==> src/rtl/bit_slice_1bit.sv <==
// One-bit ALU slice: full adder plus operation select, with registered result and carry.
// Chained through cin/cout to build a full-width MIPS ALU.

module add_1bit (
  input  logic a,
  input  logic bin,
  input  logic cin,
  output logic sum,
  output logic carry
);
  assign sum   = a ^ bin ^ cin;
  assign carry = (a & bin) | (a & cin) | (bin & cin);
endmodule

module mux_5bit (
  input  logic [2:0] sel,
  input  logic       d0,
  input  logic       d1,
  input  logic       d2,
  input  logic       d3,
  input  logic       d4,
  output logic       y
);
  always_comb begin
    y = 1'b0;
    case (sel)
      3'd0: y = d0;
      3'd1: y = d1;
      3'd2: y = d2;
      3'd3: y = d3;
      3'd4: y = d4;
      default: y = 1'b0;
    endcase
  end
endmodule

module bit_slice_1bit (
  input  logic       clk,
  input  logic       rst_n,
  input  logic       a,
  input  logic       b,
  input  logic       cin,
  input  logic [2:0] cntrl,
  output logic       out,
  output logic       cout
);
  logic bin_c;
  logic sum_c;
  logic carry_c;
  logic xor_c;
  logic mul_c;
  logic res_c;
  logic out_p0;
  logic cout_p0;

  // Odd opcodes (SUB, SLT) invert B; the LSB carry-in comes from the ALU top.
  assign bin_c = b ^ cntrl[0];
  assign xor_c = a ^ b;
  assign mul_c = a & b;

  add_1bit u_add (
    .a     (a),
    .bin   (bin_c),
    .cin   (cin),
    .sum   (sum_c),
    .carry (carry_c)
  );

  mux_5bit u_mux (
    .sel (cntrl),
    .d0  (sum_c),
    .d1  (sum_c),
    .d2  (xor_c),
    .d3  (sum_c),
    .d4  (mul_c),
    .y   (res_c)
  );

  // Stage p0: result and carry registered; carry is the adder's for every opcode.
  always_ff @(posedge clk) begin
    if (!rst_n) begin
      out_p0  <= 1'b0;
      cout_p0 <= 1'b0;
    end else begin
      out_p0  <= res_c;
      cout_p0 <= carry_c;
    end
  end

  assign out  = out_p0;
  assign cout = cout_p0;
endmodule

==> config.mk <==
export PLATFORM = sky130hd
export DESIGN_NAME = bit_slice_1bit
export DESIGN_NICKNAME = d
export VERILOG_FILES = /design/src/rtl/bit_slice_1bit.sv
export SDC_FILE = /design/constraint.sdc
export NUM_CORES = 1
export LEC_CHECK = 0
export ABC_AREA = 1
export BUFFER_PORTS_ARGS = -buffer_cell sky130_fd_sc_hd__buf_2
export CAP_MARGIN = 40
export CORE_AREA = 2 2 39 41
export CTS_CLUSTER_SIZE = 24
export DETAILED_ROUTE_END_ITERATION = 8
export DIE_AREA = 0 0 41 43
export SYNTH_ARGS = -nofsm -noshare
export SYNTH_HDL_FRONTEND = slang
export SYNTH_SLANG_ARGS = --single-unit
export TNS_END_PERCENT = 30
==> constraint.sdc <==
create_clock -name clk -period 1.47 [get_ports clk]
set_clock_uncertainty 0.05 [all_clocks]
set_input_delay 0.2205 -clock clk [delete_from_list [all_inputs] [get_ports clk]]
set_output_delay 0.2205 -clock clk [all_outputs]
set_load 0.02 [all_outputs]
== Word-level counts from Yosys, hierarchy flattened ==
Cells that the tools add are included.

* Flip-flop bits (word level): 2
* Output and inout port bits: 2
* Logic and storage cells: 19

* Equal/unequal tests: 4
* Multiplexer cells: 1
* Bitwise operators: 10
* Reductions and logical operators: 2

{| class="wikitable"
|+ Operators with widths
! operator !! count
|-
| 3-bit by 2-bit == test with 1-bit output, second input constant || 2
|-
| 1-bit AND || 4
|-
| 1-bit XOR || 4
|-
| 3-bit by 1-bit == test with 1-bit output, second input constant || 1
|-
| 3-bit == test, second input constant || 1
|-
| 3-bit zero test || 1
|-
| 1-bit one-hot mux with 3 select lines || 1
|-
| 3-bit OR reduction || 1
|-
| 1-bit bitwise OR || 2
|}

== Longest topological paths before layout ==
Gate-level depths: netlist (run 1).

* Word-level depth: 4
* Depth in mapped cells: 5
* Depth with buffers taken out: 5

== Cells and area by module ==
A second synthesis (run 1) with hierarchy kept.

* Cell total of the unflattened synthesis: 30
* Area, all modules: 175.2 um^2

{| class="wikitable"
|+ By module, submodules not included
! module !! times used !! cells an instance !! area an instance (um^2)
|-
| bit_slice_1bit || 1 || 12 || 86.3
|-
| mux_5bit || 1 || 17 || 68.8
|-
| add_1bit || 1 || 1 || 20.0
|}

== Least setup slack after synthesis (run 1) ==
Ideal clock, no wire load.

* Kind: in2reg
* Start: in b
* End: reg out_p0, in the netlist out
* Library setup time: 0.110 ns
* Arrival time: 0.940 ns
* Setup slack: 0.370 ns
* Stages on the path: 5
* Buffers on the path: 0
* Cells stage by stage: xnor2_1 fa_1 nand2_1 nand2_1 nor2_1

* Longest elaborated chain between the ends: 4
* Elaborated cells on any way between the ends: 6
* Classes of those cells: mux: 1; bitwise: 5

{| class="wikitable"
|+ Ends and longest elaborated chain
! item !! line !! RTL
|-
| start: declaration || 41 || <nowiki>input logic b,</nowiki>
|-
| 1-bit XOR || 57 || <nowiki>assign bin_c = b ^ cntrl[0];</nowiki>
|-
| 1-bit XOR (2 in series) || 11 || <nowiki>assign sum = a ^ bin ^ cin;</nowiki>
|-
| 1-bit one-hot mux with 3 select lines * || 26 || <nowiki>case (sel)</nowiki>
|-
| end signal: assignment || 85 || <nowiki>out_p0 <= res_c;</nowiki>
|-
| end: declaration || 53 || <nowiki>logic out_p0;</nowiki>
|}

Mark *: on every way between the ends. The rest lies on a longest branch, timed or not.
A chain may end at the register's enable or synchronous reset.

== Final worst setup path (run 1) ==
* Start: in cntrl[0]
* End: reg out_p0, in the netlist out

* Longest elaborated chain between the ends: 4
* Elaborated cells on any way between the ends: 10
* Classes of those cells: eq/ne: 4; mux: 1; bitwise: 3; reduce/logical: 2

{| class="wikitable"
|+ Ends and longest elaborated chain
! item !! line !! RTL
|-
| start: declaration || 43 || <nowiki>input logic [2:0] cntrl,</nowiki>
|-
| 1-bit XOR || 57 ||
|-
| 1-bit XOR (2 in series) || 11 ||
|-
| 1-bit one-hot mux with 3 select lines * || 26 ||
|}

Marked as above.

==> qor.csv, run 1 <==
stage,metric,value,unit
sta,max_freq,953,MHz
route,antenna_left,0,
route,drt_iter0_drc,1,
pwr,powerDensity,1020,nW/µm²
worst_setup_path,worstSetupStartpointType,input port,
place,dp_hpwl,257,µm
global_routing,antenna_found_initial,0,
final_layout,num_antenna_cells,0,
sta,slew_headroom,88.8,%
global_routing,grt_remaining_overflow,0,
cts,ctsHoldBuffers,0,
die,io_pins,10,
flow_run,drv_cap,0,
die,start_util,9.86,%
worst_setup_path,crit_type,input port to register,
die,die_x,41,µm
die,core,1380,µm²
sta,period_needed,1.05,ns
final_layout,n_fill_cell,159,
hold_path,hold_path_depth,3,
final_layout,multiInputGateArea,81.3,µm²
cts,cts.repair.resized,0,
global_routing,grt_max_degree,4,
global_routing,grtUsageTotal,4.01,%
route,wirelength,313,µm
route,wl_per_cell,6.80,µm
hold_path,holdPathEnd,cout$_SDFF_PN0_,
worst_setup_path,critPathCaptureType,register,
route,num_vias,142,
worst_setup_path,crit_arrival,1.16,ns
global_routing,grt_pass1_vias,137,
route,viasPerCell,3.09,
cts,post-cts-setup-buffers,0,
pwr,power.switching,57.6,µW
cts,cts_root_buf,clkbuf_4,
pwr,power,227,µW
yosys,yosysWarnings,0,
yosys,synth_nets,28,
global_routing,grt_pass1_wl,407,µm
worst_setup_path,cp.required,1.58,ns
cts,cts_htree_levels,1,
pwr,seqPwrFrac,26.3,%
pwr,clkPwrFrac,54.2,%
sta,worst_slew_pin_slew,0.167,ns
cts,cts_buffers,3,
route,drc,0,
pwr,p_int,170,µW
cts,cts_tree,built,
die,die_area,1760,µm²
yosys,ys_types,10,
worst_setup_path,cp_max_fo,3,
final_layout,final-seq-area,40.0,µm²
sta,grt_setup_unrepaired,no,
hold_path,min_path_type,input port to register,
yosys,synth-seq-cells,2,
cts,clock_sinks,2,
yosys,netlist_area,136,µm²
hold_path,min_from,rst_n,
route,drtPass1Iterations,2,
sta,tns,0,ns
run_status,status,"complete, no violations",
sta,period_share,71.4,%
yosys,syn_inst,18,
cts,clk_pin_slew,0.03,ns
die,die_h,43,µm
yosys,avgSynthCellArea,7.58,µm²
place,gp_congestion,0.558,
pwr,swShare,25.3,%
sta,final_hold_viol_count,0,
final_layout,drive_above_1_share,40.0,%
pwr,peakVddDrop,382,µV
yosys,seq_area_frac_synth,29.4,%
final_layout,area.growth.synth_to_final,64.2,%
sta,setup_viol,0,
cts,clock_path_buffers,2,
pwr,combPwrFrac,19.5,%
die,num_rows,14,
sta,maxSlewViolCount,0,
pwr,p_leak,0.123,nW
place,io_buffers,9,
final_layout,nets,42,
-- synth_stat cells --
master	instances	area share, %
a21oi_1	1	3.7
dfxtp_1	2	29
fa_1	1	15
ha_1	1	9.2
inv_1	4	11
nand2_1	3	8.3
nor2_1	3	8.3
o21a_1	1	5.5
o21ai_0	1	3.7
xnor2_1	1	6.4
-- final cells by class --
class / count / share of cell area (%)
timing repair buffer: 9 / 20.1
tap: 16 / 8.94
clock buffer: 3 / 10.1
sequential: 2 / 17.9
inverter: 4 / 6.70
multi-input combinational: 12 / 36.3
-- routing by layer --
layer | share of wire [%] | vias to the layer above | global-route usage (%) | wire [µm]
met5 | 0 | - | 0 | 0
met4 | 0 | 0 | 2.00 | 0
met3 | 14 | 0 | 4.71 | 43
met2 | 46 | 7 | 5.63 | 143
met1 | 40 | 57 | 3.19 | 125
li1 | - | 78 | - | -
-- logic make-up (layout without fill, tap and decap cells) --
kind of cell	Yosys count	in the layout	share of synthesized area (%)
adders and majority gates	2	2	23.9
and+or+nand+nor	6	6	16.5
xor gates and xnor gates	1	1	6.42
buffers and inverters	4	16	11.0
AOI/OAI and AO/OA	3	3	12.8
DFF	2	2	29.4
-- layout by cell type, fill, tap and decap left out --
cell type and instances:
o21ai_0 1, buf_2 9, clkbuf_4 3, fa_1 1, dfxtp_1 2, o21a_1 1
nand2_1 3, inv_1 4, a21oi_1 1, nor2_1 3, ha_1 1, xnor2_1 1
-- how the worst max path moves through the flow --
stage / cells past startpoint / endpoint / start
2_1_floorplan: 5 / out$_SDFF_PN0_ / b
3_3_place_gp: 6 / out$_SDFF_PN0_ / cntrl[0]
3_5_place_dp: 6 / out$_SDFF_PN0_ / cntrl[0]
4_1_cts: 6 / out$_SDFF_PN0_ / cntrl[0]
5_1_grt: 6 / out$_SDFF_PN0_ / cntrl[0]
6_report: 6 / out$_SDFF_PN0_ / cntrl[0]
-- registers in the layout, indices dropped and copies added (netlist names) --
signal,count
out,1
cout,1
-- worst max-delay path, cell delays in order --
cell     delay, ns
buf_2         0.12
xnor2_1       0.18
fa_1          0.44
nand2_1       0.08
nand2_1       0.05
nor2_1        0.08
-- power groups by stage --
stage	sequential [mW]	clock [mW]	combinational, mW
after floorplan	0.0663	0	0.0202
after global placement	0.0604	0	0.0448
after detailed placement	0.0605	0	0.0452
after CTS	0.0599	0.131	0.0456
after global routing	0.0601	0.132	0.0511
final	0.0598	0.123	0.0445
-- stage by stage --
stage / util [%] / cells / hold slack, ns / area [µm²] / worst slack, ns
final: 16.2 / 46 / 0.178 / 224 / 0.421
after global routing: 16.2 / 46 / 0.201 / 224 / 0.333
after CTS: 16.2 / 46 / 0.178 / 224 / 0.403
after detailed placement: 14.6 / 43 / 0.416 / 201 / 0.172
after global placement: 14.6 / 43 / 0.431 / 201 / 0.202
after floorplan: - / 18 / 0.295 / 136 / 0.370
Note: power is estimated with default switching activity, not from simulation.
==> inputs of run 2 (changes only) <==
--- a/config.mk
+++ b/config.mk
@@ -5,7 +5,7 @@
 export SDC_FILE = /design/constraint.sdc
 export NUM_CORES = 1
 export LEC_CHECK = 0
-export ABC_AREA = 1
+export ABC_AREA = 0
 export BUFFER_PORTS_ARGS = -buffer_cell sky130_fd_sc_hd__buf_2
 export CAP_MARGIN = 40
 export CORE_AREA = 2 2 39 41
==> constraint.sdc (replaced) <==
create_clock -name clk -period 0.9 [get_ports clk]
set_clock_uncertainty 0.05 [all_clocks]
set_input_delay 0.135 -clock clk [delete_from_list [all_inputs] [get_ports clk]]
set_output_delay 0.135 -clock clk [all_outputs]
set_load 0.02 [all_outputs]
==> qor.csv, run 2 <==
stage,metric,value,unit
final_layout,final-seq-area,40.0,µm²
yosys,synth_nets,23,
route,drc,0,
worst_setup_path,cpLargestDelayFamily,adder cells,
die,io_pins,10,
route,antenna_left,0,
yosys,synth_top_area_cell,dfxtp_1,
global_routing,grt_remaining_overflow,0,
worst_setup_path,crit_slowest_cell,fa_1,
yosys,yosysWarnings,0,
sta,final_hold_viol_count,0,
pwr,combPwrFrac,25.6,%
final_layout,final_common_cell,buf_2,
cts,post-cts-setup-buffers,0,
worst_setup_path,crit_end,out$_SDFF_PN0_,
die,die_h,43,µm
final_layout,n_fill_cell,166,
place,dp_slack,-0.375,ns
worst_setup_path,crit_chain,"buf_8, xnor2_4, fa_1, o22ai_1, and3_1",
sta,max_freq,1000,MHz
yosys,synth_common_cells,"2 x dfxtp_1, 2 x inv_1",
sta,maxSlewViolCount,0,
die,start_util,9.13,%
route,viasPerCell,3.14,
global_routing,grt_pass1_wl,476,µm
run_status,violations,negative setup slack,
pwr,powerDensity,1450,nW/µm²
sta,slew_headroom,92.1,%
cts,cts_tree,built,
worst_setup_path,crit_buf_inv,1,
yosys,netlist_area,126,µm²
worst_setup_path,critPathCaptureType,register,
final_layout,multiInputGateArea,97.6,µm²
final_layout,area.growth.synth_to_final,117,%
place,io_buffers,9,
die,die_x,41,µm
yosys,ys_top_cells_by_area,"dfxtp_1 32%, fa_1 16%, ha_1 9.9%",
cts,clock_path_buffers,2,
sta,tns,-0.0963,ns
flow_run,drv_cap,0,
global_routing,grtUsageTotal,4.52,%
final_layout,drive_above_1_share,57.1,%
route,drt_iter0_drc,1,
cts,cts_htree_levels,1,
place,dp_hpwl,255,µm
route,wl_per_cell,7.23,µm
hold_path,min_path_type,input port to register,
yosys,synth-seq-cells,2,
route,wirelength,318,µm
yosys,ys.flop_type,dfxtp_1,
global_routing,grt_max_degree,4,
global_routing,grt_pass1_vias,135,
pwr,power,398,µW
die,core,1380,µm²
final_layout,nets,40,
cts,clk_pin_slew,0.03,ns
sta,worst_slew_pin_slew,0.114,ns
final_layout,final_cell_mix,"6 x buf_2, 4 x buf_4, 3 x clkbuf_4, 2 x inv_1, 2 x dfxtp_1",
worst_setup_path,crit_type,input port to register,
pwr,power.switching,94.5,µW
cts,cts_root_buf,clkbuf_4,
yosys,async_flop_share,0,%
sta,finalWorstSetupSlack,-0.0963,ns
sta,setup_viol,1,
pwr,seqPwrFrac,24.6,%
route,num_vias,138,
pwr,clkPwrFrac,49.8,%
worst_setup_path,cp.required,1.02,ns
cts,clock_sinks,2,
pwr,swShare,23.7,%
worst_setup_path,worstSetupStartpointType,input port,
worst_setup_path,worst_path_largest_cell_delay,0.42,ns
die,num_rows,14,
place,gp_congestion,0.630,
die,die_area,1760,µm²
yosys,synth_edf_count,0,
yosys,synth_top_cell_area_share,31.7,%
final_layout,num_antenna_cells,0,
yosys,seq_area_frac_synth,31.7,%
run_status,status,"finished, violations left",
final_layout,stdcell_count,44,
sta,period_needed,0.996,ns
place,dp.cells,41,
yosys,ys_types,11,
place,post_dp_cell_area,221,µm²
sta,grt_setup_unrepaired,yes,
worst_setup_path,cp_max_fo,2,
global_routing,antenna_found_initial,0,
sta,period_share,111,%
worst_setup_path,crit_arrival,1.11,ns
yosys,syn_inst,13,
cts,cts_buffers,3,
final_layout,final_area,274,µm²
pwr,peakVddDrop,313,µV
worst_setup_path,crit_start,b,
worst_setup_path,path_depth,5,
pwr,p_leak,0.141,nW
cts,ctsHoldBuffers,0,
yosys,avgSynthCellArea,9.72,µm²
pwr,p_int,304,µW
route,drtPass1Iterations,2,
## run 2: changes by cell type in the layout (fill, tap and decap cells not counted), moves of 2 or more
cell,change
buf_2,-3
nand2_1,-3
nor2_1,-2
buf_4,+4
inv_1,-2
## run 2: routing by layer
metal  up-vias  GRT usage [%]  wire length, µm
met1        57           4.18              126
met5         -              0                0
li1         73              -                -
met3         0           5.24               53
met2         8           5.00              138
met4         0           4.00                0
## run 2: power groups by stage
stage	Combinational, mW	Sequential [mW]	Clock (mW)
detailed placement	0.0857	0.0991	0
global route	0.113	0.0989	0.224
global placement	0.0853	0.0989	0
CTS	0.0912	0.0979	0.213
finish	0.102	0.0979	0.198
floorplan	0.0329	0.109	0
## run 2: area by class of cell
class | count | area share, %
multi-input combinational | 9 | 35.6
tap | 16 | 7.31
clock buffer | 3 | 8.22
timing repair buffer | 12 | 31.5
inverter | 2 | 2.74
sequential | 2 | 14.6
## run 2: kinds of logic after synthesis
logic type / Yosys count / share of synthesized area [%]
DFF: 2 / 31.7
buffers and inverters: 2 / 5.94
AOI/OAI and AO/OA: 2 / 8.91
adders and majority gates: 2 / 25.7
muxes: 1 / 7.92
xor gates and xnor gates: 1 / 6.93
and+or+nand+nor: 3 / 12.9
## run 2: worst min-delay path by stage
stage | startpoint | end | slack [ns] | cells past startpoint
after floorplan | rst_n | cout$_SDFF_PN0_ | 0.21 | 1
after global placement | rst_n | cout$_SDFF_PN0_ | 0.31 | 2
after detailed placement | rst_n | cout$_SDFF_PN0_ | 0.32 | 2
after CTS | rst_n | cout$_SDFF_PN0_ | 0.08 | 2
after global routing | rst_n | cout$_SDFF_PN0_ | 0.11 | 2
final | rst_n | cout$_SDFF_PN0_ | 0.09 | 2
## run 2: stage by stage
stage               hold WS (ns)  util [%]
global route               0.106      19.8
CTS                       0.0847      18.5
floorplan                  0.213         -
finish                    0.0935      19.8
detailed placement         0.323      16.0
global placement           0.315      16.0
## run 2: timing repair
item,in CTS,in global routing
endpoints found under the setup margin,1,2
gates resized for setup,2,3
pin swaps,3,1
